**config.mk**
```make
export PLATFORM = sky130hd
export DESIGN_NAME = ad_emu_tx
export DESIGN_NICKNAME = d
export VERILOG_FILES = /design/src/rtl/ad_emu_tx.sv
export SDC_FILE = /design/constraint.sdc
export NUM_CORES = 1
export LEC_CHECK = 0
export BUFFER_PORTS_ARGS = -buffer_cell sky130_fd_sc_hd__buf_2
export CORE_MARGIN = 2
export CORE_UTILIZATION = 45
export DETAILED_ROUTE_END_ITERATION = 10
export GPL_TIMING_DRIVEN = 1
export PLACE_DENSITY_LB_ADDON = 0.1
export SLEW_MARGIN = 20
export SYNTH_ARGS = -nofsm -noshare
export SYNTH_HDL_FRONTEND = slang
export SYNTH_SLANG_ARGS = --single-unit
```
**constraint.sdc**
```tcl
create_clock -name clk_20M -period 14.14 [get_ports clk_20M]
set_clock_uncertainty 0.15 [all_clocks]
set_input_delay 2.828 -clock clk_20M [delete_from_list [all_inputs] [get_ports clk_20M]]
set_output_delay 2.828 -clock clk_20M [all_outputs]
set_load 0.03 [all_outputs]
```
**src/rtl/ad_emu_tx.sv**
```systemverilog
// Dual-channel ADC emulator, transmit side.
// Per-channel waveform generators feed a converter-like output pipeline.
module ad_emu_tx #(
    parameter int unsigned DW       = 10,
    parameter int unsigned PIPE_LAT = 3,
    parameter int unsigned DIV_W    = 8
) (
    input  logic             clk_20M,
    input  logic             rst,
    input  logic             en,
    input  logic [DIV_W-1:0] div,
    input  logic [DW-1:0]    step,
    input  logic [1:0]       mode1,
    input  logic [1:0]       mode2,
    input  logic [DW+1:0]    offset1,
    input  logic [DW+1:0]    offset2,
    input  logic             ad1oe,
    input  logic             ad2oe,
    output logic [DW-1:0]    ad_data1,
    output logic [DW-1:0]    ad_data2,
    output logic             OTR1,
    output logic             OTR2,
    output logic             smp_stb
);

    localparam logic [DW-1:0] MAX = {DW{1'b1}};
    localparam logic [DW-1:0] MID = {1'b1, {(DW-1){1'b0}}};

    typedef enum logic [1:0] {
        M_RAMP  = 2'd0,
        M_TRI   = 2'd1,
        M_CONST = 2'd2,
        M_SQR   = 2'd3
    } mode_e;

    typedef struct packed {
        logic [DW-1:0] acc;
        logic          down;
        mode_e         mode;
    } ch_st_t;

    typedef struct packed {
        ch_st_t        st;
        logic [DW-1:0] base;
    } ch_nxt_t;

    typedef struct packed {
        logic          v;
        logic [DW-1:0] s1;
        logic          o1;
        logic [DW-1:0] s2;
        logic          o2;
    } stage_t;

    function automatic ch_nxt_t advance(input ch_st_t cur,
                                        input logic [1:0] m,
                                        input logic [DW-1:0] stp);
        ch_nxt_t     r;
        logic [DW:0] up;
        r      = '{st: cur, base: cur.acc};
        up     = {1'b0, cur.acc} + {1'b0, stp};
        // A mode change restarts the channel from zero on this very tick.
        if (mode_e'(m) != cur.mode) begin
            r.st.mode = mode_e'(m);
            r.st.acc  = '0;
            r.st.down = 1'b0;
            r.base    = '0;
        end else begin
            unique case (cur.mode)
                M_RAMP: begin
                    r.st.acc = up[DW-1:0];
                    r.base   = up[DW-1:0];
                end
                M_TRI: begin
                    if (!cur.down) begin
                        if (up >= {1'b0, MAX}) begin
                            r.st.acc  = MAX;
                            r.st.down = 1'b1;
                        end else begin
                            r.st.acc = up[DW-1:0];
                        end
                    end else if (cur.acc <= stp) begin
                        r.st.acc  = '0;
                        r.st.down = 1'b0;
                    end else begin
                        r.st.acc = cur.acc - stp;
                    end
                    r.base = r.st.acc;
                end
                M_CONST: r.base = MID;
                M_SQR: begin
                    r.st.acc = up[DW-1:0];
                    r.base   = up[DW-1] ? MAX : '0;
                end
            endcase
        end
        return r;
    endfunction

    // Returns {otr, sample}; one spare bit keeps base+offset from wrapping.
    function automatic logic [DW:0] clamp(input logic [DW-1:0] base,
                                          input logic [DW+1:0] off);
        logic signed [DW+2:0] sum;
        sum = $signed({3'b000, base}) + $signed({off[DW+1], off});
        if (sum < 0) begin
            return {1'b1, {DW{1'b0}}};
        end else if (sum > $signed({3'b000, MAX})) begin
            return {1'b1, MAX};
        end
        return {1'b0, sum[DW-1:0]};
    endfunction

    logic [DIV_W-1:0]       div_cnt_q, div_cnt_d;
    logic                   tick;
    ch_st_t                 ch1_q, ch1_d, ch2_q, ch2_d;
    ch_nxt_t                nx1, nx2;
    logic [DW:0]            r1, r2;
    stage_t                 stg0;
    stage_t [PIPE_LAT-1:0]  pipe_q, pipe_d;
    stage_t [PIPE_LAT:0]    chain;
    stage_t                 last;
    logic [DW-1:0]          data1_q, data2_q;
    logic                   otr1_q, otr2_q, stb_q;

    always_comb begin
        tick      = en && (div_cnt_q == div);
        div_cnt_d = (!en || tick) ? '0 : div_cnt_q + 1'b1;
        nx1       = advance(ch1_q, mode1, step);
        nx2       = advance(ch2_q, mode2, step);
        ch1_d     = tick ? nx1.st : ch1_q;
        ch2_d     = tick ? nx2.st : ch2_q;
        r1        = clamp(nx1.base, offset1);
        r2        = clamp(nx2.base, offset2);
        stg0.v    = tick;
        stg0.s1   = r1[DW-1:0];
        stg0.o1   = r1[DW];
        stg0.s2   = r2[DW-1:0];
        stg0.o2   = r2[DW];
        chain     = {pipe_q, stg0};
        pipe_d    = chain[PIPE_LAT-1:0];
        last      = chain[PIPE_LAT];
    end

    always_ff @(posedge clk_20M or posedge rst) begin
        if (rst) begin
            div_cnt_q <= '0;
            ch1_q     <= '0;
            ch2_q     <= '0;
            pipe_q    <= '0;
            data1_q   <= '0;
            data2_q   <= '0;
            otr1_q    <= 1'b0;
            otr2_q    <= 1'b0;
            stb_q     <= 1'b0;
        end else begin
            div_cnt_q <= div_cnt_d;
            ch1_q     <= ch1_d;
            ch2_q     <= ch2_d;
            pipe_q    <= pipe_d;
            stb_q     <= last.v;
            if (last.v) begin
                data1_q <= last.s1;
                otr1_q  <= last.o1;
                data2_q <= last.s2;
                otr2_q  <= last.o2;
            end
        end
    end

    assign ad_data1 = ad1oe ? '0 : data1_q;
    assign OTR1     = ad1oe ? 1'b0 : otr1_q;
    assign ad_data2 = ad2oe ? '0 : data2_q;
    assign OTR2     = ad2oe ? 1'b0 : otr2_q;
    assign smp_stb  = stb_q;

endmodule

```
* Word level (Yosys, flattened, before mapping)
Cells that the tools add are included.
** Operators by class
- Equality and inequality tests :: 9
- $add $sub $neg :: 7
- $lt $le $gt $ge :: 8
- Muxes and demuxes :: 37
- Reductions and logical operators :: 17
** Operators by type and width (number)
- two-way mux 11 bit :: 10
- two-way mux 10 bit :: 10
- case mux 10 bit (4 select lines) :: 2
- case mux 10 bit (2 select lines) :: 2
- adder 11 x 12 -> 13 bit :: 2
- greater-than comparator 13 x 11 -> 1 bit (second input constant) :: 2
- < comparator 13 x 1 -> 1 bit (second input constant) :: 2
- adder 10 x 10 -> 11 bit :: 2
- greater-or-equal comparator 11 x 10 -> 1 bit (second input constant) :: 2
- <= comparator 10 bit :: 2
- subtractor 10 bit :: 2
- two-way mux 1 bit :: 12
- AND reduction 2 bit :: 6
- adder 8 x 1 -> 8 bit (second input constant) :: 1
- equality test 2 bit (second input constant) :: 4
- equality test 8 bit :: 1
- two-way mux 8 bit :: 1
- nonzero test 3 bit :: 2
- equality test 2 x 1 -> 1 bit (second input constant) :: 2
- logical NOT 2 bit :: 2
- != test 2 bit :: 2
- nonzero test 2 bit :: 2
- OR reduction 2 bit :: 2
- logical AND 1 bit :: 1
- 2 further kinds :: 2
** Word-level totals
- Logic and storage cells :: 105
- Input bits :: 51
- Register bits after elaboration :: 126
- Output and inout port bits :: 23

* Logic depth before layout (Yosys ltp)
- Depth in word-level cells :: 11
- Gate-level depth with buffers :: 22
- Depth with buffers taken out :: 21

* Worst setup path before layout
No wires, ideal clock.
- Kind :: in2reg
- From :: input step[1]
- To :: register pipe_q (netlist bit chain[37])
- Setup slack :: 6.885 ns
- Stages on the path :: 19
- Path buffers :: 1
- Library setup time :: 0.104 ns
- Data required time :: 13.886 ns
- Arrival :: 7.002 ns
- Cells stage by stage :: inv_1 -> ha_1 -> nor2b_1 -> o311a_1 -> or4_1 -> o311a_1 -> a2111oi_4 -> nand3_1 -> a31oi_1 -> o221a_2 -> ha_1 -> a21oi_1 -> o2111ai_1 -> a31o_2 -> a21oi_1 -> a21boi_0 -> clkbuf_1 -> o21ai_0 -> a221oi_1
** RTL lines
- start, declared :: line 12 : input logic [DW-1:0] step,
- end signal, assigned :: line 159 : pipe_q <= pipe_d;
- end, declared :: line 119 : stage_t [PIPE_LAT-1:0] pipe_q, pipe_d;

==> summary.md <==
| Metric | Value |
|---|---|
| Startpoint Class | `primary input` |
| Max clock buf depth | `2` |
| Inserted Clock Buffers | `17` |
| Warning count from the yosys run | `0` |
| Fin area | `9800 sq um` |
| Number of flops mapped to enable cells by yosys | `0` |
| Detail Route Antenna Nets | `0` |
| Final Cycle Share | `57.5%` |
| Netlist cell types | `81` |
| Hold WS | `0.192 ns` |
| Sequential element share of the synthesized area | `36.4%` |
| Remaining Overflow, GRT | `0` |
| DR iter-0 viols | `649` |
| Crit path DAT | `8.34 ns` |
| Critical path capture point type | `register` |
| Worst slew pin tran | `1.02 ns` |
| Net Sw Frac | `29.5%` |
| Final wirelength | `20800 um` |
| CTS root buf | `clkbuf_16` |
| Most frequent cell after synthesis | `dfrtp_1` |
| Comb power frac | `19.0%` |
| Number of setup buffers added after CTS | `0` |
| Io pins | `74` |
| Fillcell total | `1745` |
| DIE HEIGHT | `143 um` |
| Post-CTS Resized | `0` |
| Residual DRC count | `0` |
| Die width | `143 um` |
| Detailed Place HPWL | `16000 um` |
| GPL Wtd Cong | `0.934` |
| Share of cells above drive strength 1 | `16.3%` |
| GRT Util Overall | `21.3%` |
| Max Cap Viol | `0` |
| Pint | `725 uW` |
| Synth Cell Area | `8670 sq um` |
| ANT cells | `0` |
| Critical path required time | `14.34 ns` |
| Post-placement cell area | `9210 sq um` |
| Clk sinks | `126` |
| Clk pwr share | `42.3%` |
| Clock Latency Late Sink | `0.42 ns` |
| Nets | `1109` |
| Synthesized area per cell | `9.38 sq um` |
| Port Buf Inserts | `73` |
| VDD IR-drop max | `80.7 uV` |
| Psw | `303 uW` |
| Reg power frac | `38.7%` |
| RSZ-0062 raised after global routing | `false` |
| Pwr/cell area | `105 nW/um^2` |
| Final hold violation count | `0` |
| Max-slew headroom | `31.5%` |
| Primary FF master, synth | `dfrtp_1` |
| Mapped Cells | `924` |
| Status | `finished clean` |
| Final Max Slew Viols | `0` |
| Synth Net Count | `1050` |
| Vias in the first global route | `6597` |
| Setup violators final | `0` |
| Setup_tns | `0 ns` |
| Floorplan row count | `50` |
| Shortest period the worst path allows | `8.14 ns` |
| Starting Density | `46.0%` |
| Vias per std cell | `5.65` |
| Post-CTS Hold Fix Bufs | `0` |
| First-pass GRT wire length | `34100 um` |
| Synthesis-to-finish area growth | `13.1%` |
| Hold WC Path Type | `reg -> reg` |
| H-tree depth | `4` |
| FFs w/ async S/R, synth | `100%` |
| Share of Yosys cell area claimed by the top area cell type | `36.4%` |
| Clock transition at path regs | `0.06 ns` |
| Wire length per cell | `16.6 um` |
| Largest net degree at the start of global routing | `80` |
| Fmax | `123 MHz` |
| Area leader, netlist | `dfrtp_1` |
| Initial antenna violation count | `0` |
| Most instantiated cells after synthesis | `126 x dfrtp_1, 69 x ha_1, 65 x nor2_1` |
| Core area | `18800 sq um` |
| Seq cells post-synth | `126` |
| Top post-synthesis cells by area | `dfrtp_1 36%, ha_1 10%, xnor2_1 3.7%` |
| Pre-Repair DR Iteration Count | `5` |
| Worst Path Max Fanout | `11` |
| Kind of critical path | `in -> reg` |
| Via count of the routed design | `7102` |
| CTS tree | `done` |
| Leakage power | `0.00453 uW` |
| Die area | `20400 sq um` |
## layout make-up
class	instances	area [sq um]	area share [%]
Tap cell	260	325	3.32
Timing Repair Buffer	77	395	4.04
Multi-Input combinational cell	700	5100	52.1
Clock inverter	14	158	1.61
Clock buffer	18	429	4.38
Inverter	61	234	2.39
Sequential cell	126	3150	32.2
## metrics by stage
step | worst slack, ns | utilization, % | power (uW) | cells
3_5_place_dp | 5.64 | 48.9 | 598 | 1224
2_1_floorplan | 6.88 | - | 545 | 924
3_3_place_gp | 5.70 | 48.9 | 597 | 1224
4_1_cts | 6.06 | 52.0 | 1040 | 1256
5_1_grt | 5.48 | 52.0 | 1080 | 1256
6_report | 6.00 | 52.0 | 1030 | 1256
## registers in the layout, indices dropped and copies added, names as in the netlist
signal	count
smp_stb	1
div_cnt_q	8
ch1_q	13
ch2_q	13
data2_q	10
chain	69
otr1_q	1
data1_q	10
otr2_q	1
## path summary, 6_finish.rpt
check,slack (ns),start,to,cells past startpoint
setup / recovery,6.00,step[1],chain[41]$_DFF_PP0_,20
hold / removal,0.19,chain[38]$_DFF_PP0_,chain[61]$_DFF_PP0_,0
setup reg to reg,8.20,ch2_q[5]$_DFFE_PP0P_,chain[33]$_DFF_PP0_,18
hold reg to reg,0.19,chain[38]$_DFF_PP0_,chain[61]$_DFF_PP0_,0
max in group asynchronous,10.37,rst,ch1_q[10]$_DFFE_PP0P_,3
min in group asynchronous,2.40,rst,data1_q[4]$_DFFE_PP0P_,2
## kinds of logic (layout without fill, tap and decap cells)
| logic type | count (synthesis) | after routing | synth area share [%] |
|---|---|---|---|
| AND/OR/NAND/NOR | 271 | 271 | 15.8 |
| AO/OA/AOI/OAI | 275 | 275 | 23.0 |
| flip-flops | 126 | 126 | 36.4 |
| XOR/XNOR | 52 | 52 | 5.26 |
| multiplexers | 27 | 27 | 3.49 |
| adder cells (fa/ha/maj) | 75 | 75 | 11.3 |
| buffers and inverters | 98 | 170 | 4.74 |
## layer usage
layer	up-vias	GRT usage, %	part of all wire [%]
met2	230	32.0	44
li1	3483	-	-
met1	3363	30.8	48
met3	26	3.12	5.5
met5	-	0	0
met4	0	8.91	2.3
## worst max-delay path: stages
cell,delay (ns)
buf_2,0.13
inv_1,0.15
ha_1,0.40
nor2b_1,0.08
o311a_1,0.34
or4_1,0.41
o311a_1,0.23
a2111oi_4,0.38
nand3_1,0.11
a31oi_1,0.33
o221a_2,0.29
ha_1,0.23
a21oi_1,0.25
o2111ai_1,0.23
a31o_2,0.29
a21oi_1,0.21
a21boi_0,0.84
o21ai_0,0.21
a22oi_1,0.22
o31a_1,0.16
## cell usage in the layout, fill, tap and decap left out, types with 15 or more instances in the layout
cell type,count
nand2_1,62
nand3_1,21
inv_1,58
xnor2_1,37
nor2b_1,33
nor2_1,65
ha_1,69
nor3_1,21
a21oi_1,64
a21o_1,15
clkbuf_16,17
dfrtp_1,126
xor2_1,15
mux2_2,26
o21ai_0,55
buf_2,73
## power by group through the flow
stage / sequential (uW) / combinational (uW) / clock (uW)
5_1_grt: 401 / 218 / 465
4_1_cts: 398 / 195 / 446
3_5_place_dp: 404 / 194 / 0
2_1_floorplan: 401 / 144 / 0
3_3_place_gp: 403 / 193 / 0
6_report: 398 / 195 / 435
(Power assumes the default switching activity.)
